==> config.mk <==
export PLATFORM = sky130hd
export DESIGN_NAME = manchester_led_encoder_flat
export DESIGN_NICKNAME = d
export VERILOG_FILES = /design/src/rtl/manchester_led_encoder_pkg.sv /design/src/rtl/manchester_led_encoder_if.sv /design/src/rtl/led_frame_fifo.sv /design/src/rtl/manchester_led_encoder.sv /design/src/flat_wrapper.sv
export SDC_FILE = /design/constraint.sdc
export NUM_CORES = 1
export LEC_CHECK = 0
export ABC_CLOCK_PERIOD_IN_PS = 4300
export CORE_MARGIN = 4
export CORE_UTILIZATION = 30
export CTS_BUF_LIST = sky130_fd_sc_hd__clkbuf_4
export DETAILED_ROUTE_END_ITERATION = 8
export REMOVE_ABC_BUFFERS = 1
export SLEW_MARGIN = 0
export SYNTH_ARGS = -nofsm -noshare
export SYNTH_HDL_FRONTEND = slang
export SYNTH_SLANG_ARGS = --single-unit
==> constraint.sdc <==
create_clock -name clk_i -period 4.3 [get_ports clk_i]
set_input_delay 1.075 -clock clk_i [delete_from_list [all_inputs] [get_ports clk_i]]
set_output_delay 1.075 -clock clk_i [all_outputs]
set_load 0.02 [all_outputs]
==> src/rtl/manchester_led_encoder_pkg.sv <==
// Shared definitions for the LightIO Manchester LED encoder: default frame width and FSM states.
package manchester_led_encoder_pkg;
  localparam int FRAME_SIZE_DEF = 16;

  typedef enum logic [2:0] {
    ST_IDLE     = 3'd0,
    ST_PREAMBLE = 3'd1,
    ST_DATA     = 3'd2,
    ST_PARITY   = 3'd3,
    ST_GAP      = 3'd4
  } state_t;
endpackage

==> src/rtl/manchester_led_encoder_if.sv <==
// Host-side frame write bus plus LED/status outputs of the Manchester LED encoder.
interface manchester_led_encoder_if
  import manchester_led_encoder_pkg::*;
#(
  parameter int FRAME_SIZE = FRAME_SIZE_DEF
);
  logic                  enable;
  logic [FRAME_SIZE-1:0] data;
  logic                  write;
  logic                  full;
  logic                  empty;
  logic                  busy;
  logic                  led;
  logic                  irq;

  modport master (output enable, data, write, input full, empty, busy, led, irq);
  modport slave  (input enable, data, write, output full, empty, busy, led, irq);
endinterface

==> src/rtl/led_frame_fifo.sv <==
// Synchronous frame FIFO with registered full/empty; writes when full are dropped.
module led_frame_fifo #(
  parameter int WIDTH = 16,
  parameter int DEPTH = 4
) (
  input  logic             clk_i,
  input  logic             rst_ni,
  input  logic             wr_i,
  input  logic [WIDTH-1:0] wr_dat_i,
  input  logic             rd_i,
  output logic [WIDTH-1:0] rd_dat_o,
  output logic             full_o,
  output logic             empty_o
);
  localparam int AW = $clog2(DEPTH);

  logic [WIDTH-1:0] mem_q [DEPTH];
  logic [AW-1:0]    wr_ptr_q, rd_ptr_q;
  logic [AW:0]      cnt_q, cnt_d;
  logic             full_q, empty_q;
  logic             wr_acc, rd_acc;

  assign wr_acc   = wr_i && !full_q;
  assign rd_acc   = rd_i && !empty_q;
  assign rd_dat_o = mem_q[rd_ptr_q];
  assign full_o   = full_q;
  assign empty_o  = empty_q;

  always_comb begin
    cnt_d = cnt_q;
    if (wr_acc && !rd_acc)      cnt_d = cnt_q + 1'b1;
    else if (!wr_acc && rd_acc) cnt_d = cnt_q - 1'b1;
  end

  always_ff @(posedge clk_i) begin
    if (wr_acc) mem_q[wr_ptr_q] <= wr_dat_i;
  end

  // Pointers are AW bits wide, so the power-of-two depth makes them wrap on their own.
  always_ff @(posedge clk_i or negedge rst_ni) begin
    if (!rst_ni) begin
      wr_ptr_q <= '0;
      rd_ptr_q <= '0;
      cnt_q    <= '0;
      full_q   <= 1'b0;
      empty_q  <= 1'b1;
    end else begin
      if (wr_acc) wr_ptr_q <= wr_ptr_q + 1'b1;
      if (rd_acc) rd_ptr_q <= rd_ptr_q + 1'b1;
      cnt_q   <= cnt_d;
      full_q  <= (cnt_d == (AW+1)'(DEPTH));
      empty_q <= (cnt_d == '0);
    end
  end
endmodule

==> src/rtl/manchester_led_encoder.sv <==
// Queues frames, prepends a preamble and Manchester-codes them onto led; irq once per frame.
// Define LIGHTIO_PARITY_EN to append an even-parity symbol after the payload.
module manchester_led_encoder
  import manchester_led_encoder_pkg::*;
#(
  parameter int                       FRAME_SIZE    = FRAME_SIZE_DEF,
  parameter int                       HALF_PERIOD   = 4,
  parameter int                       PREAMBLE_BITS = 8,
  parameter logic [PREAMBLE_BITS-1:0] PREAMBLE      = 8'b1010_1011,
  parameter int                       GAP_CYCLES    = 8,
  parameter int                       FIFO_DEPTH    = 4
) (
  input logic                    clk_i,
  input logic                    rst_ni,
  manchester_led_encoder_if.slave bus
);
  localparam int SW = PREAMBLE_BITS + FRAME_SIZE;
  localparam int CW = $clog2(SW + 1);
  localparam int HW = $clog2(HALF_PERIOD + 1);
  localparam int GW = $clog2(GAP_CYCLES + 1);

  state_t                state_q;
  logic [SW-1:0]         shreg_q;
  logic [CW-1:0]         sym_cnt_q;
  logic [HW-1:0]         half_cnt_q;
  logic                  phase_q;
  logic [GW-1:0]         gap_cnt_q;
  logic                  led_q, irq_q, busy_q;
`ifdef LIGHTIO_PARITY_EN
  logic                  par_q;
`endif
  logic                  pop, sym_bit, half_end, fifo_empty;
  logic [FRAME_SIZE-1:0] fifo_dat;

  led_frame_fifo #(.WIDTH(FRAME_SIZE), .DEPTH(FIFO_DEPTH)) u_fifo (
    .clk_i    (clk_i),
    .rst_ni   (rst_ni),
    .wr_i     (bus.write),
    .wr_dat_i (bus.data),
    .rd_i     (pop),
    .rd_dat_o (fifo_dat),
    .full_o   (bus.full),
    .empty_o  (fifo_empty)
  );

  assign bus.empty = fifo_empty;
  assign bus.led   = led_q;
  assign bus.irq   = irq_q;
  assign bus.busy  = busy_q;

  always_comb begin
    pop      = (state_q == ST_IDLE) && bus.enable && !fifo_empty;
    half_end = (half_cnt_q == HW'(HALF_PERIOD - 1));
    sym_bit  = shreg_q[SW-1];
`ifdef LIGHTIO_PARITY_EN
    if (state_q == ST_PARITY) sym_bit = par_q;
`endif
  end

  // Outputs are registered from the current state, so led/irq/busy trail the FSM by one clock.
  always_ff @(posedge clk_i or negedge rst_ni) begin
    if (!rst_ni) begin
      state_q    <= ST_IDLE;
      shreg_q    <= '0;
      sym_cnt_q  <= '0;
      half_cnt_q <= '0;
      phase_q    <= 1'b0;
      gap_cnt_q  <= '0;
      led_q      <= 1'b0;
      irq_q      <= 1'b0;
      busy_q     <= 1'b0;
`ifdef LIGHTIO_PARITY_EN
      par_q      <= 1'b0;
`endif
    end else begin
      led_q  <= 1'b0;
      irq_q  <= 1'b0;
      busy_q <= (state_q != ST_IDLE);
      case (state_q)
        ST_IDLE: begin
          if (pop) begin
            shreg_q    <= {PREAMBLE, fifo_dat};
            sym_cnt_q  <= '0;
            half_cnt_q <= '0;
            phase_q    <= 1'b0;
`ifdef LIGHTIO_PARITY_EN
            par_q      <= ^fifo_dat;
`endif
            state_q    <= ST_PREAMBLE;
          end
        end
        ST_PREAMBLE, ST_DATA, ST_PARITY: begin
          led_q <= sym_bit ^ phase_q;
          if (half_end) begin
            half_cnt_q <= '0;
            phase_q    <= ~phase_q;
          end else begin
            half_cnt_q <= half_cnt_q + 1'b1;
          end
          if (half_end && phase_q) begin
            shreg_q   <= {shreg_q[SW-2:0], 1'b0};
            sym_cnt_q <= sym_cnt_q + 1'b1;
            if (state_q == ST_PREAMBLE && sym_cnt_q == CW'(PREAMBLE_BITS - 1)) begin
              sym_cnt_q <= '0;
              state_q   <= ST_DATA;
            end else if (state_q == ST_DATA && sym_cnt_q == CW'(FRAME_SIZE - 1)) begin
`ifdef LIGHTIO_PARITY_EN
              state_q <= ST_PARITY;
`else
              state_q <= ST_GAP;
`endif
            end else if (state_q == ST_PARITY) begin
              state_q <= ST_GAP;
            end
          end
        end
        ST_GAP: begin
          irq_q <= (gap_cnt_q == '0);
          if (gap_cnt_q == GW'(GAP_CYCLES - 1)) begin
            gap_cnt_q <= '0;
            state_q   <= ST_IDLE;
          end else begin
            gap_cnt_q <= gap_cnt_q + 1'b1;
          end
        end
        default: state_q <= ST_IDLE;
      endcase
    end
  end
endmodule

==> src/flat_wrapper.sv <==
// flat-port wrapper written by rule: the top's interface ports become plain ports
module manchester_led_encoder_flat import manchester_led_encoder_pkg::*;
#(
  parameter int                       FRAME_SIZE    = FRAME_SIZE_DEF,
  parameter int                       HALF_PERIOD   = 4,
  parameter int                       PREAMBLE_BITS = 8,
  parameter logic [PREAMBLE_BITS-1:0] PREAMBLE      = 8'b1010_1011,
  parameter int                       GAP_CYCLES    = 8,
  parameter int                       FIFO_DEPTH    = 4
)
  (clk_i, rst_ni, bus_enable, bus_data, bus_write, bus_full, bus_empty, bus_busy, bus_led, bus_irq);
  manchester_led_encoder_if #(.FRAME_SIZE(FRAME_SIZE)) bus_i ();
  input logic clk_i;
  input logic rst_ni;
  input wire logic [$bits(bus_i.enable)-1:0] bus_enable;
  input wire logic [$bits(bus_i.data)-1:0] bus_data;
  input wire logic [$bits(bus_i.write)-1:0] bus_write;
  output wire logic [$bits(bus_i.full)-1:0] bus_full;
  output wire logic [$bits(bus_i.empty)-1:0] bus_empty;
  output wire logic [$bits(bus_i.busy)-1:0] bus_busy;
  output wire logic [$bits(bus_i.led)-1:0] bus_led;
  output wire logic [$bits(bus_i.irq)-1:0] bus_irq;
  assign bus_i.enable = bus_enable;
  assign bus_i.data = bus_data;
  assign bus_i.write = bus_write;
  assign bus_full = bus_i.full;
  assign bus_empty = bus_i.empty;
  assign bus_busy = bus_i.busy;
  assign bus_led = bus_i.led;
  assign bus_irq = bus_i.irq;
  manchester_led_encoder #(.FRAME_SIZE(FRAME_SIZE), .HALF_PERIOD(HALF_PERIOD), .PREAMBLE_BITS(PREAMBLE_BITS), .PREAMBLE(PREAMBLE), .GAP_CYCLES(GAP_CYCLES), .FIFO_DEPTH(FIFO_DEPTH)) u_core (.clk_i(clk_i), .rst_ni(rst_ni), .bus(bus_i));
endmodule
==> metrics.log <==
INFO  metric timing.critical_path.to_type = register
INFO  metric vias_in_the_first_global_route = 2898
INFO  metric clkLatencyLatePin = 0.53 ns
INFO  metric yosys_warnings = 0
INFO  metric rows = 46
INFO  metric worstReg2RegEnd = u_core.sym_cnt_q[4]
INFO  metric met3_wirelength = 319 um
INFO  metric run_status = complete, no violations
INFO  metric post-layout-total-power = 3.74 mW
INFO  metric remaining_drc_errors = 0
INFO  metric layout-area-overhead-vs-synth = 14.3%
INFO  metric max-cap-violations = 0
INFO  metric postSynthCellCount = 336
INFO  metric syn-mean-instance-area = 14.6 um^2
INFO  metric p_leak = 2.10 nW
INFO  metric grt_start_max_net_pins = 47
INFO  metric synth.yosys.seq_area_share = 65.8%
INFO  metric nNetsFinal = 395
INFO  metric antenna_cells_inserted = 0
INFO  metric firstDrtPassIters = 4
INFO  metric detailed_route_wire_length_on_metal_1 = 4.11 mm
INFO  metric initial_utilization = 30.7%
INFO  metric tritoncts = yes
INFO  metric highest_signal_layer = met4
INFO  metric die_height = 136 um
INFO  metric power_per_cell_area = 667 mW/mm^2
INFO  metric final_min_period_over_clock_period = 66.0%
INFO  metric cts-root-to-sink-buffers = 2
INFO  metric timing.critical_path.fanout_max = 28
INFO  metric hold_violations = 0
INFO  metric setup_slack_of_the_worst_register_to_register_path = 1.46 ns
INFO  metric final_layout_size_suffix_gt1_share = 17.0%
INFO  metric critPathRequiredTime = 4.73 ns
INFO  metric gp_routability_congestion = 0.731
INFO  metric port_buffers = 24
INFO  metric detailroute.via_count = 2795
INFO  metric worst_path_largest_cell_delay = 0.65 ns
INFO  metric setup_tns_final = 0 ns
INFO  metric avgRoutedWirePerCell = 14.8 um
INFO  metric hold_buf_cts = 0
INFO  metric timing_max_transition_violations_final = 0
INFO  metric crit_path_start_kind = register
INFO  metric numCtsBuffers = 17
INFO  metric drt-total-wl = 8.75 mm
INFO  metric met2RoutedLength = 4.20 mm
INFO  metric ff2ff_path_depth = 5
INFO  metric netlist_area = 0.00490 mm^2
INFO  metric grt_first_pass_wirelength = 14.5 mm
INFO  metric finalHoldWorstSlack = 0.353 ns
INFO  metric synth_async_sr_flop_share = 44.8%
INFO  metric post_cts_resized = 0
INFO  metric crit_slowest_cell = o21bai_2
INFO  metric die_x = 136 um
INFO  metric globalRouteOverflowTotal = 0
INFO  metric r2r_start = u_core.state_q[0]
INFO  metric worst_slew_margin_rel = 29.0%
INFO  metric fin_skew = 0.0205 ns
INFO  metric peakVddDrop = 172 uV
INFO  metric post_drt_via_cell_ratio = 4.71
INFO  metric cts_root_buffer = clkbuf_4
INFO  metric rsz_0062_raised_after_global_routing = no
INFO  metric worstMarginPinSlew = 1.06 ns
INFO  metric netlist-cell-type-count = 49
INFO  metric die_area = 0.0184 mm^2
INFO  metric timing.final.setup_violations = 0
INFO  metric 1st_iter_drt_viols = 235
INFO  metric gr-usage-all-layers = 10.3%
INFO  metric floorplan.core_area = 0.0159 mm^2
INFO  metric ys_ff_latch = 116
INFO  metric clkTransAtPathRegs = 0.12 ns
INFO  metric critical_path_arrival = 3.26 ns
INFO  metric max_clock_freq = 0.352 GHz
INFO  metric timing_worst_setup_path_type = register to register
INFO  metric critical_path.cell_chain = o21bai_2, buf_4, a21o_1, nand2_1, o41ai_1
INFO  metric layout_min_cycle_time = 2.84 ns
INFO  metric commonest_register_cell_after_synthesis = edfxtp_1
INFO  metric synth_edf_count = 64
INFO  metric cts_setup_buffers = 0
INFO  metric ant_nets = 0
INFO  metric numClockSinks = 116
INFO  metric post-dp-hpwl = 5.66 mm
INFO  metric io-pin-count = 25
INFO  metric grt_antenna_before_repair = 0
INFO  metric cts-htree-levels = 4
INFO  metric worstHoldPathType = primary input to async pin
[through the flow]
step	cell area [um^2]	cells	setup slack, ns	utilization, %
2_1_floorplan	4810	319	1.37	-
5_1_grt	5600	593	1.22	35.1
4_1_cts	5600	593	1.39	35.1
3_5_place_dp	5340	561	1.05	33.5
3_3_place_gp	5340	561	1.10	33.5
6_report	5600	593	1.46	35.1
[power by group]
group          internal, mW  total, mW  leakage [nW]  switching, mW
Sequential             1.52       1.77          1.24          0.252
Combinational         0.555       1.23         0.726          0.677
Clock                 0.297      0.737         0.133          0.439
[per-layer routing]
metal / GRT usage [%] / vias to the layer above
met5: 0 / -
met4: 4.42 / 0
met3: 3.66 / 11
met2: 16.1 / 46
met1: 12.9 / 1415
li1: - / 1323
[cell families (layout without fill, tap and decap cells)]
group | count (synthesis) | in the layout | synth area share [%]
buffers and inverters | 26 | 67 | 2.53
AND/OR/NAND/NOR | 63 | 63 | 7.12
XOR/XNOR | 6 | 6 | 1.07
adder cells (fa/ha/maj) | 11 | 11 | 2.81
multiplexers | 34 | 34 | 11.1
AO/OA/AOI/OAI | 80 | 80 | 9.62
flip-flops | 116 | 116 | 65.8
[cell type report]
type | count | area [um^2]
fill | 1522 | 10300
sequential | 116 | 3220
multi-input combinational | 194 | 1560
tap | 216 | 270
timing repair buffer | 26 | 250
clock buffer | 18 | 135
clock inverter | 14 | 130
inverter | 9 | 33.8
[critical path: cells and delay by family, from the launching register on]
kind / cells / cell delay, ns
AND/OR/NAND/NOR: 1 / 0.49
AO/OA/AOI/OAI: 3 / 1.34
buffers and inverters: 1 / 0.36
flip-flops: 1 / 0.52
[worst max path at each step]
stage                                 end              start  cells past startpoint
6_report              u_core.sym_cnt_q[4]  u_core.state_q[0]                      5
5_1_grt               u_core.sym_cnt_q[4]  u_core.state_q[0]                      5
4_1_cts               u_core.sym_cnt_q[4]  u_core.state_q[0]                      5
3_5_place_dp   u_core.u_fifo.mem_q[1][10]          bus_write                      3
3_3_place_gp   u_core.u_fifo.mem_q[1][11]          bus_write                      3
2_1_floorplan         u_core.sym_cnt_q[0]  u_core.state_q[0]                      4
[cell usage after synthesis (2+ instances only)]
| cell type | count | area (um^2) |
|---|---|---|
| xnor2_1 | 6 | 52.6 |
| edfxtp_1 | 64 | 1920 |
| and2_1 | 5 | 31.3 |
| a21oi_2 | 2 | 17.5 |
| mux4_2 | 16 | 360 |
| buf_2 | 12 | 60.1 |
| o21ai_1 | 2 | 10.0 |
| nand2b_1 | 2 | 12.5 |
| nand2_1 | 20 | 75.1 |
| inv_1 | 8 | 30.0 |
| nor2_1 | 15 | 56.3 |
| a21o_1 | 3 | 22.5 |
| o21ai_0 | 55 | 275 |
| clkbuf_1 | 3 | 11.3 |
| dfrtp_1 | 51 | 1280 |
| a21oi_1 | 2 | 10.0 |
| mux2i_1 | 16 | 160 |
| a22o_1 | 2 | 17.5 |
| o31ai_1 | 3 | 22.5 |
| mux2_2 | 2 | 22.5 |
| ha_1 | 11 | 138 |
| nor2b_1 | 4 | 25.0 |
| and3_1 | 3 | 18.8 |
| a2bb2oi_1 | 2 | 17.5 |
| nand3_1 | 3 | 15.0 |
[sequential cells by signal, indices dropped and copies added (netlist names)]
| signal | flops |
|---|---|
| u_core.u_fifo.mem_q | 64 |
| u_core.shreg_q | 24 |
| u_core.sym_cnt_q | 5 |
| u_core.gap_cnt_q | 4 |
| u_core.half_cnt_q | 3 |
| u_core.state_q | 3 |
| u_core.u_fifo.cnt_q | 3 |
| u_core.u_fifo.rd_ptr_q | 2 |
| u_core.u_fifo.wr_ptr_q | 2 |
| u_core.bus.busy | 1 |
| u_core.bus.irq | 1 |
| u_core.bus.led | 1 |
| u_core.phase_q | 1 |
| u_core.u_fifo.empty_o | 1 |
| u_core.u_fifo.full_o | 1 |
[cells in the final DEF (no fill, tap or decap), types with 3 or more instances in the layout]
cell type / count
o21ai_0: 55
clkinv_4: 4
and2_1: 5
nand3_1: 3
ha_1: 11
clkbuf_4: 18
nor2_1: 15
clkinvlp_4: 4
mux4_2: 16
nand2_1: 20
nor2b_1: 4
clkdlybuf4s50_1: 23
xnor2_1: 6
o31ai_1: 3
inv_6: 3
mux2i_1: 16
and3_1: 3
a21o_1: 3
inv_1: 8
edfxtp_1: 64
dfrtp_1: 51
(Power assumes the default switching activity.)
